<file path="src/rtl/mem_access_queue.sv">
// mem_access_queue: M-to-W memory stage with an in-order queue of outstanding bus requests.
// Define MEM_MISALIGN_EN to raise w_exc on misaligned accesses instead of issuing them.
module mem_access_queue #(
    parameter int DATA_WIDTH = 32,
    parameter int DEPTH      = 2
) (
    input  logic                    clk,
    input  logic                    reset,
    input  logic                    m_valid,
    output logic                    m_ready,
    input  logic                    m_rm,
    input  logic                    m_wm,
    input  logic [1:0]              m_size,
    input  logic                    m_sext,
    input  logic [DATA_WIDTH-1:0]   m_addr,
    input  logic [DATA_WIDTH-1:0]   m_wdata,
    input  logic [4:0]              m_regw,
    input  logic [DATA_WIDTH-1:0]   m_pc,
    output logic                    dreq_valid,
    output logic [DATA_WIDTH-1:0]   dreq_addr,
    output logic [2:0]              dreq_size,
    output logic [DATA_WIDTH/8-1:0] dreq_strobe,
    output logic [DATA_WIDTH-1:0]   dreq_data,
    input  logic                    dresp_addr_ok,
    input  logic                    dresp_data_ok,
    input  logic [DATA_WIDTH-1:0]   dresp_data,
    output logic                    w_valid,
    output logic                    w_wen,
    output logic [4:0]              w_regw,
    output logic [DATA_WIDTH-1:0]   w_data,
    output logic [DATA_WIDTH-1:0]   w_pc,
    output logic                    w_exc
);

    localparam int NB   = DATA_WIDTH / 8;
    localparam int OFFW = $clog2(NB);
    localparam int IDXW = $clog2(DATA_WIDTH);
    localparam int PTRW = (DEPTH > 1) ? $clog2(DEPTH) : 1;
    localparam int CNTW = $clog2(DEPTH + 1);

    logic                  ent_load_q [DEPTH];
    logic [1:0]            ent_size_q [DEPTH];
    logic                  ent_sext_q [DEPTH];
    logic [OFFW-1:0]       ent_off_q  [DEPTH];
    logic [4:0]            ent_regw_q [DEPTH];
    logic [DATA_WIDTH-1:0] ent_pc_q   [DEPTH];

    logic [PTRW-1:0]       wr_ptr_q, wr_ptr_d;
    logic [PTRW-1:0]       rd_ptr_q, rd_ptr_d;
    logic [CNTW-1:0]       count_q, count_d;

    logic                  w_valid_q, w_valid_d;
    logic                  w_wen_q, w_wen_d;
    logic [4:0]            w_regw_q, w_regw_d;
    logic [DATA_WIDTH-1:0] w_data_q, w_data_d;
    logic [DATA_WIDTH-1:0] w_pc_q, w_pc_d;
    logic                  w_exc_q, w_exc_d;

    logic                  is_mem, misalign, exc_cond;
    logic                  full, empty;
    logic                  issue, push, pop, direct_acc;
    logic [OFFW-1:0]       m_off;
    logic [DATA_WIDTH-1:0] resp_shift, load_data;
    logic [IDXW-1:0]       sign_idx;
    logic                  sign_bit;

    assign is_mem = m_rm | m_wm;
    assign full   = (count_q == CNTW'(DEPTH));
    assign empty  = (count_q == '0);
    assign m_off  = m_addr[OFFW-1:0];

`ifdef MEM_MISALIGN_EN
    always_comb begin
        case (m_size)
            2'd0:    misalign = 1'b0;
            2'd1:    misalign = m_addr[0];
            2'd2:    misalign = |m_addr[1:0];
            default: misalign = |m_addr[2:0];
        endcase
    end
`else
    assign misalign = 1'b0;
`endif

    assign exc_cond = is_mem & misalign;

    // Full blocks issue regardless of data_ok so dreq never depends combinationally on the response.
    assign issue      = ~reset & m_valid & is_mem & ~full & ~exc_cond;
    assign push       = issue & dresp_addr_ok;
    assign pop        = dresp_data_ok & ~empty;
    assign direct_acc = ~reset & m_valid & (~is_mem | exc_cond) & empty & ~dresp_data_ok;
    assign m_ready    = push | direct_acc;

    assign dreq_valid = issue;
    assign dreq_addr  = m_addr;
    assign dreq_size  = {1'b0, m_size};
    assign dreq_data  = m_wdata << {m_off, 3'b000};

    always_comb begin
        dreq_strobe = '0;
        for (int unsigned i = 0; i < NB; i++) begin
            dreq_strobe[i] = (i >= 32'(m_off)) && ((i - 32'(m_off)) < (32'd1 << m_size));
        end
    end

    assign resp_shift = dresp_data >> {ent_off_q[rd_ptr_q], 3'b000};

    always_comb begin
        case (ent_size_q[rd_ptr_q])
            2'd0:    sign_idx = IDXW'(7);
            2'd1:    sign_idx = IDXW'(15);
            2'd2:    sign_idx = IDXW'(31);
            default: sign_idx = IDXW'(DATA_WIDTH - 1);
        endcase
    end

    assign sign_bit = ent_sext_q[rd_ptr_q] & resp_shift[sign_idx];

    always_comb begin
        load_data = '0;
        for (int unsigned i = 0; i < DATA_WIDTH; i++) begin
            load_data[i] = (i <= 32'(sign_idx)) ? resp_shift[i] : sign_bit;
        end
    end

    always_comb begin
        wr_ptr_d  = wr_ptr_q;
        rd_ptr_d  = rd_ptr_q;
        count_d   = count_q;
        w_valid_d = pop | direct_acc;
        w_wen_d   = w_wen_q;
        w_regw_d  = w_regw_q;
        w_data_d  = w_data_q;
        w_pc_d    = w_pc_q;
        w_exc_d   = w_exc_q;

        if (push) wr_ptr_d = (wr_ptr_q == PTRW'(DEPTH - 1)) ? '0 : wr_ptr_q + 1'b1;
        if (pop)  rd_ptr_d = (rd_ptr_q == PTRW'(DEPTH - 1)) ? '0 : rd_ptr_q + 1'b1;

        case ({push, pop})
            2'b10:   count_d = count_q + 1'b1;
            2'b01:   count_d = count_q - 1'b1;
            default: count_d = count_q;
        endcase

        if (pop) begin
            w_wen_d  = ent_load_q[rd_ptr_q] & (ent_regw_q[rd_ptr_q] != 5'd0);
            w_regw_d = ent_regw_q[rd_ptr_q];
            w_data_d = load_data;
            w_pc_d   = ent_pc_q[rd_ptr_q];
            w_exc_d  = 1'b0;
        end else if (direct_acc) begin
            w_wen_d  = ~exc_cond & (m_regw != 5'd0);
            w_regw_d = m_regw;
            w_data_d = m_addr;
            w_pc_d   = m_pc;
            w_exc_d  = exc_cond;
        end
    end

    always_ff @(posedge clk or posedge reset) begin
        if (reset) begin
            wr_ptr_q  <= '0;
            rd_ptr_q  <= '0;
            count_q   <= '0;
            w_valid_q <= '0;
            w_wen_q   <= '0;
            w_regw_q  <= '0;
            w_data_q  <= '0;
            w_pc_q    <= '0;
            w_exc_q   <= '0;
        end else begin
            wr_ptr_q  <= wr_ptr_d;
            rd_ptr_q  <= rd_ptr_d;
            count_q   <= count_d;
            w_valid_q <= w_valid_d;
            w_wen_q   <= w_wen_d;
            w_regw_q  <= w_regw_d;
            w_data_q  <= w_data_d;
            w_pc_q    <= w_pc_d;
            w_exc_q   <= w_exc_d;
        end
    end

    // Entry payload needs no reset: validity is tracked solely by the pointers and count.
    always_ff @(posedge clk) begin
        if (push) begin
            ent_load_q[wr_ptr_q] <= m_rm;
            ent_size_q[wr_ptr_q] <= m_size;
            ent_sext_q[wr_ptr_q] <= m_sext;
            ent_off_q[wr_ptr_q]  <= m_off;
            ent_regw_q[wr_ptr_q] <= m_regw;
            ent_pc_q[wr_ptr_q]   <= m_pc;
        end
    end

    assign w_valid = w_valid_q;
    assign w_wen   = w_wen_q;
    assign w_regw  = w_regw_q;
    assign w_data  = w_data_q;
    assign w_pc    = w_pc_q;
    assign w_exc   = w_exc_q;

endmodule
</file>
<file path="config.mk">
export PLATFORM = sky130hd
export DESIGN_NAME = mem_access_queue
export DESIGN_NICKNAME = d
export VERILOG_FILES = /design/src/rtl/mem_access_queue.sv
export SDC_FILE = /design/constraint.sdc
export NUM_CORES = 1
export LEC_CHECK = 0
export CAP_MARGIN = 20
export CORE_MARGIN = 8
export CORE_UTILIZATION = 40
export DETAILED_ROUTE_END_ITERATION = 10
export GPL_TIMING_DRIVEN = 0
export PLACE_DENSITY_LB_ADDON = 0.25
export SLEW_MARGIN = 10
export SYNTH_ARGS = -nofsm -noshare
export SYNTH_HDL_FRONTEND = slang
export SYNTH_SLANG_ARGS = --single-unit
export TNS_END_PERCENT = 30
</file>
<file path="constraint.sdc">
create_clock -name clk -period 5.9 [get_ports clk]
set_clock_uncertainty 0.1 [all_clocks]
set_input_delay 1.18 -clock clk [delete_from_list [all_inputs] [get_ports clk]]
set_output_delay 1.18 -clock clk [all_outputs]
set_load 0.02 [all_outputs]
</file>
* Word level (Yosys, flattened, before mapping) *
Memory sizes are Yosys's and may differ from the RTL's.
Index checks and enable logic that the tools add are counted.

word-level totals
  output and inout bits = 145
  bits in writable memories = 86
  memories = 6
  word-level logic and storage cells = 145
  bits of input ports = 143
  bits in registers = 76

cells by class
  equal/unequal tests = 4
  muxes and demuxes = 49
  $add $sub $neg = 8
  shift operators = 3
  $lt $le $gt $ge = 39
  reductions and logical operators = 9
  bitwise operators = 18

memories
  name        depth  bits a word  rd ports  clocked after Yosys merged registers in  wr ports  RTL line  source
  ent_pc_q    2      32           1         0                                        1         46        logic [DATA_WIDTH-1:0] ent_pc_q [DEPTH];
  ent_regw_q  2      5            1         0                                        1         45        logic [4:0] ent_regw_q [DEPTH];
  ent_off_q   2      2            1         0                                        1         44        logic [OFFW-1:0] ent_off_q [DEPTH];
  ent_size_q  2      2            1         0                                        1         42        logic [1:0] ent_size_q [DEPTH];
  ent_load_q  2      1            1         0                                        1         41        logic ent_load_q [DEPTH];
  ent_sext_q  2      1            1         0                                        1         43        logic ent_sext_q [DEPTH];

operators by type and width
  operator                count
  $lt A32 B32 Y1          4
  $mux W32                4
  $le A5 B5 Y1 const A    16
  $le A4 B5 Y1 const A    8
  $mux W1                 40
  $shl A1 B2 Y32 const A  1
  $shl A32 B5 Y32         1
  $shr A32 B5 Y32         1
  $le A3 B5 Y1 const A    4
  $and A1 B1 Y1           10
  $le A2 B5 Y1 const A    2
  $mux W5                 2
  $pmux W5 S2             1
  $reduce_bool A5 Y1      2
  $lt A5 B6 Y1 const B    1
  $sub A1 B2 Y3 const A   2
  $sub A2 B2 Y3 const A   2
  $bmux W1 S5             1
  $le A1 B5 Y1 const A    1
  $not A1 Y1              5
  $eq A2 B1 Y1 const B    2
  $eq A2 B2 Y1 const B    2
  $ge A1 B2 Y1 const A    2
  $logic_not A2 Y1        2
  other kinds (8)         14

* Logic depth before layout (Yosys ltp) *
An unclocked memory read counts as a cell.

  word-level depth = 8
  mapped depth = 9
  mapped depth without buffers = 7

* Worst setup path after synthesis *
Ideal clock, no wire load.

  path type = input -> output
  from = in reset
  to = out m_ready
  slack = 0.783 ns
  data required time = 4.620 ns
  buffers on the path = 2
  arrival time = 3.837 ns
  stages = 5
  path through = inv_1 > nand4_1 > buf_2 > clkbuf_1 > nand2_1

on the way
  cells in the longest elaborated chain, start to end = 6
  elaborated cells on any way between the ends = 9
  classes of those cells = 9 x bitwise

ends and longest elaborated chain
  item                                           RTL line  source
  start, declared                                8         input logic reset,
  $not A1 Y1 (*)                                 88, 91
  $and A1 B1 Y1 (*)                              88, 91
  $and A1 B1 Y1 (on tied branches) (2 in a row)  88, 91
  $and A1 B1 Y1 (on tied branches)               89, 91
  $or A1 B1 Y1 (*)                               92        assign m_ready = push | direct_acc;
  end, declared                                  10        output logic m_ready,

Mark *: on every way between the ends. The rest lies on a longest branch, timed or not.

* Worst setup path after layout *
  from = in m_addr[0]
  to = out dreq_strobe[2]

on the way
  cells in the longest elaborated chain, start to end = 3
  elaborated cells on any way between the ends = 4
  classes of those cells = 1 x add/sub; 2 x order compare; 1 x reduce/logical

ends and longest elaborated chain
  item                     RTL line  source
  start, declared          15        input logic [DATA_WIDTH-1:0] m_addr,
  $sub A2 B2 Y3            102       dreq_strobe[i] = (i >= 32'(m_off)) && ((i - 32'(m_off)) < (32'd1 << m_size));
  $lt A32 B32 Y1           102
  $logic_and A1 B1 Y1 (*)  102
  end, declared            22        output logic [DATA_WIDTH/8-1:0] dreq_strobe,

Marks and branches as above.

==> results.txt <==
status: finished clean
GRT overflow: 0
kind of critical path: input port to output port
critical path's slowest cell: clkdlybuf4s50_1
die height: 158 um
Cell variety after synth: 51
via count: 6,914
unrepaired setup endpoints after global routing: false
Die Width: 158 um
proportion of netlist area held by the largest area contributor: 32.1%
share of cells above drive strength 1: 9.19%
Synth Area in XOR/XNOR: 0.544%
setup violators final: 0
synth warn: 0
final wirelength: 27.1 mm
# rows: 52
post-route ant nets: 0
post-synthesis mux area share: 8.45%
Synth Area in Adders: 1.40%
clk slew on worst S/H paths: 0.06 ns
layout filler cell count: 1,692
CTS hold repair buffers: 0
Worst Path Required: 4.62 ns
total die area: 24,900 um2
crit path DAT: 4.31 ns
fin nets: 1,184
leading area contributor after synthesis: edfxtp_1
first-pass GRT wire length: 40.9 mm
Inserted Clock Buffers: 17
vias in the first global route: 7,219
CP Capture Type: output port
CP peak stage delay: 0.66 ns
buffers added on ports: 285
Sum Neg Setup Slack: 0 ns
Yosys reg bits: 161
synth top area cells: edfxtp_1 (32%), dfrtp_1 (23%), mux2i_1 (7.5%)
H-tree levels: 4
Compound-Gate Fraction of Synth Area: 14.9%
largest family of logic cells by synthesized area: compound AO/OA/AOI/OAI gates
post-synthesis sequential area ratio: 55.4%
Hold Violations, Final: 0
maximum clock frequency: 179 MHz
post-synthesis cell count: 724
worst relative slew slack: 30.0%
Starting Density: 40.3%
crit path max fanout: 10
clk_lat worst skew: 0.42 ns
peak supply drop: 226 uV
largest net degree at the start of global routing: 60
DRC Markers: 0
Post-Synthesis Cell Area: 8040 um2
antenna diode count: 0
CTS sink cnt: 161
initial antenna violation count: 2
io pins: 288
pre-CTS setup slack: 0.286 ns
max-cap check violation count: 0
Pwr per Cell Area: 402 nW/um2
Synth Area per Inst: 11.1 um2
TritonCTS clock tree: done
Worst Path Buf+Inv: 6
WL/cell: 20.6 um
Final Max Tran Viols: 0
Multi-input gate area: 3080 um2
LEAKAGE: 4.63 nW
FF+latch area: 4460 um2
crit-path cells: clkdlybuf4s50_1, clkbuf_1, clkbuf_1, inv_1, ha_1, inv_1, ha_1, o21ai_0, a21oi_1, nor3_1, clkdlybuf4s50_1
Top delay family on crit path: buffers and inverters
most frequent cells in the layout: clkdlybuf4s50_1 (285), nand2_1 (113), edfxtp_1 (86)
DR pass1 iterations: 4
fin crit share: 94.7%
area delta synth->final: 47.7%
DRT iter0 DRCs: 439
post-CTS resize count: 0
Final WS setup: 0.313 ns
Via density: 5.26
GRT Util Overall: 21.5%
CTS max path bufs: 2
Slew @ Worst Pin: 1.04 ns
DPL Wire Length: 20.6 mm
Tmin final: 5.59 ns
simple-gate portion of the synthesized area: 12.8%
Hold Path Class: flip-flop to flip-flop
setup bufs post-CTS: 0
core area: 20,000 um2
commonest non-fill, non-tap cell in the layout: clkdlybuf4s50_1
Clock Root Buffer: clkbuf_16
GP Congestion: 0.846
Worst setup SP type: input port
layer usage:
layer / up-vias / share of wire (%) / track usage, % / wire length (um)
li1: 3249 / - / - / -
met1: 3355 / 43 / 27.9 / 11500
met2: 276 / 48 / 34.4 / 13000
met3: 30 / 7.9 / 6.28 / 2140
met4: 4 / 1.4 / 5.44 / 392
met5: - / 0.10 / 0 / 27
sequential cells by signal (all words and copies together), names as in the netlist:
name,flops
count_q,2
ent_load_q,2
ent_off_q,4
ent_pc_q,64
ent_regw_q,10
ent_sext_q,2
ent_size_q,4
rd_ptr_q,1
w_data,32
w_pc,32
w_regw,5
w_valid,1
w_wen,1
wr_ptr_q,1
worst reg2reg max path: stages, from the launching register on:
cell and delay, ns:
dfrtp_1 0.36, clkbuf_1 0.16, o21ai_1 0.84, inv_1 0.28
clkbuf_1 0.35, ha_1 0.29, xnor2_1 0.12, nor2_1 0.13
xor2_1 0.18
where the power goes:
| group | internal (W) | switching (W) | total, W | leakage (nW) |
|---|---|---|---|---|
| logic | 0.000937 | 0.00116 | 0.00209 | 2.69 |
| clock network | 0.000617 | 0.000434 | 0.00105 | 0.276 |
| registers | 0.00147 | 0.000152 | 0.00162 | 1.66 |
| total | 0.00303 | 0.00174 | 0.00477 | 4.63 |
area by class of cell:
class	instances	share of cell area [%]
buffer	83	3.99
clock buffer	23	4.03
clock inverter	9	0.706
inverter	11	0.369
multi-input combinational	470	25.9
sequential	161	37.5
tap	270	2.84
timing repair buffer	288	24.6
synth_stat cells, drive strengths merged:
master / count
and3b: 1
o21ai: 21
a22oi: 1
dfrtp: 75
nor4: 1
ha: 9
nand2: 113
xor2: 1
a221o: 3
xnor2: 4
nand2b: 3
a221oi: 1
nand3: 7
nor3: 6
nor2: 30
mux4: 1
a211oi: 48
o311ai: 2
a2bb2oi: 8
conb: 1
buf: 52
or4bb: 1
a31oi: 39
nand4: 1
mux2: 1
and2: 8
o221a: 3
nor2b: 44
nor3b: 1
o221ai: 8
o31a: 1
or3b: 1
mux2i: 62
edfxtp: 86
o21a: 1
and4: 1
a32oi: 7
and3: 1
clkbuf: 31
nand3b: 1
o31ai: 1
a32o: 1
inv: 11
a21oi: 25
stage by stage:
step                hold WS, ns  cell area, um2  power [W]  std cells  utilization (%)
floorplan                 0.361            8050    0.00276        725                -
global placement          0.377           11200    0.00371       1280             56.3
detailed placement        0.386           11300    0.00375       1283             56.7
CTS                       0.406           11900    0.00481       1315             59.5
global route              0.422           11900    0.00502       1315             59.5
finish                    0.409           11900    0.00477       1315             59.5
final timing paths:
kind	start	end	slack (ns)	cells after the start
setup / recovery	m_addr[0]	dreq_strobe[2]	0.31	11
hold reg to reg	w_data[28]	w_data[28]	0.41	2
hold / removal	w_data[28]	w_data[28]	0.41	2
max in group asynchronous	reset	w_data[25]	4.09	3
min in group asynchronous	reset	count_q[1]	0.99	2
setup reg to reg	count_q[0]	count_q[1]	3.01	8
kinds of logic (layout without fill, tap and decap cells):
| family | after synthesis | after routing |
|---|---|---|
| multiplexers | 64 | 64 |
| other | 1 | 2 |
| AND/OR/NAND/NOR | 220 | 220 |
| XOR/XNOR | 5 | 5 |
| AO/OA/AOI/OAI | 170 | 170 |
| flip-flops | 161 | 161 |
| buffers and inverters | 94 | 414 |
| adder cells (fa/ha/maj) | 9 | 9 |
(Power assumes the default switching activity.)
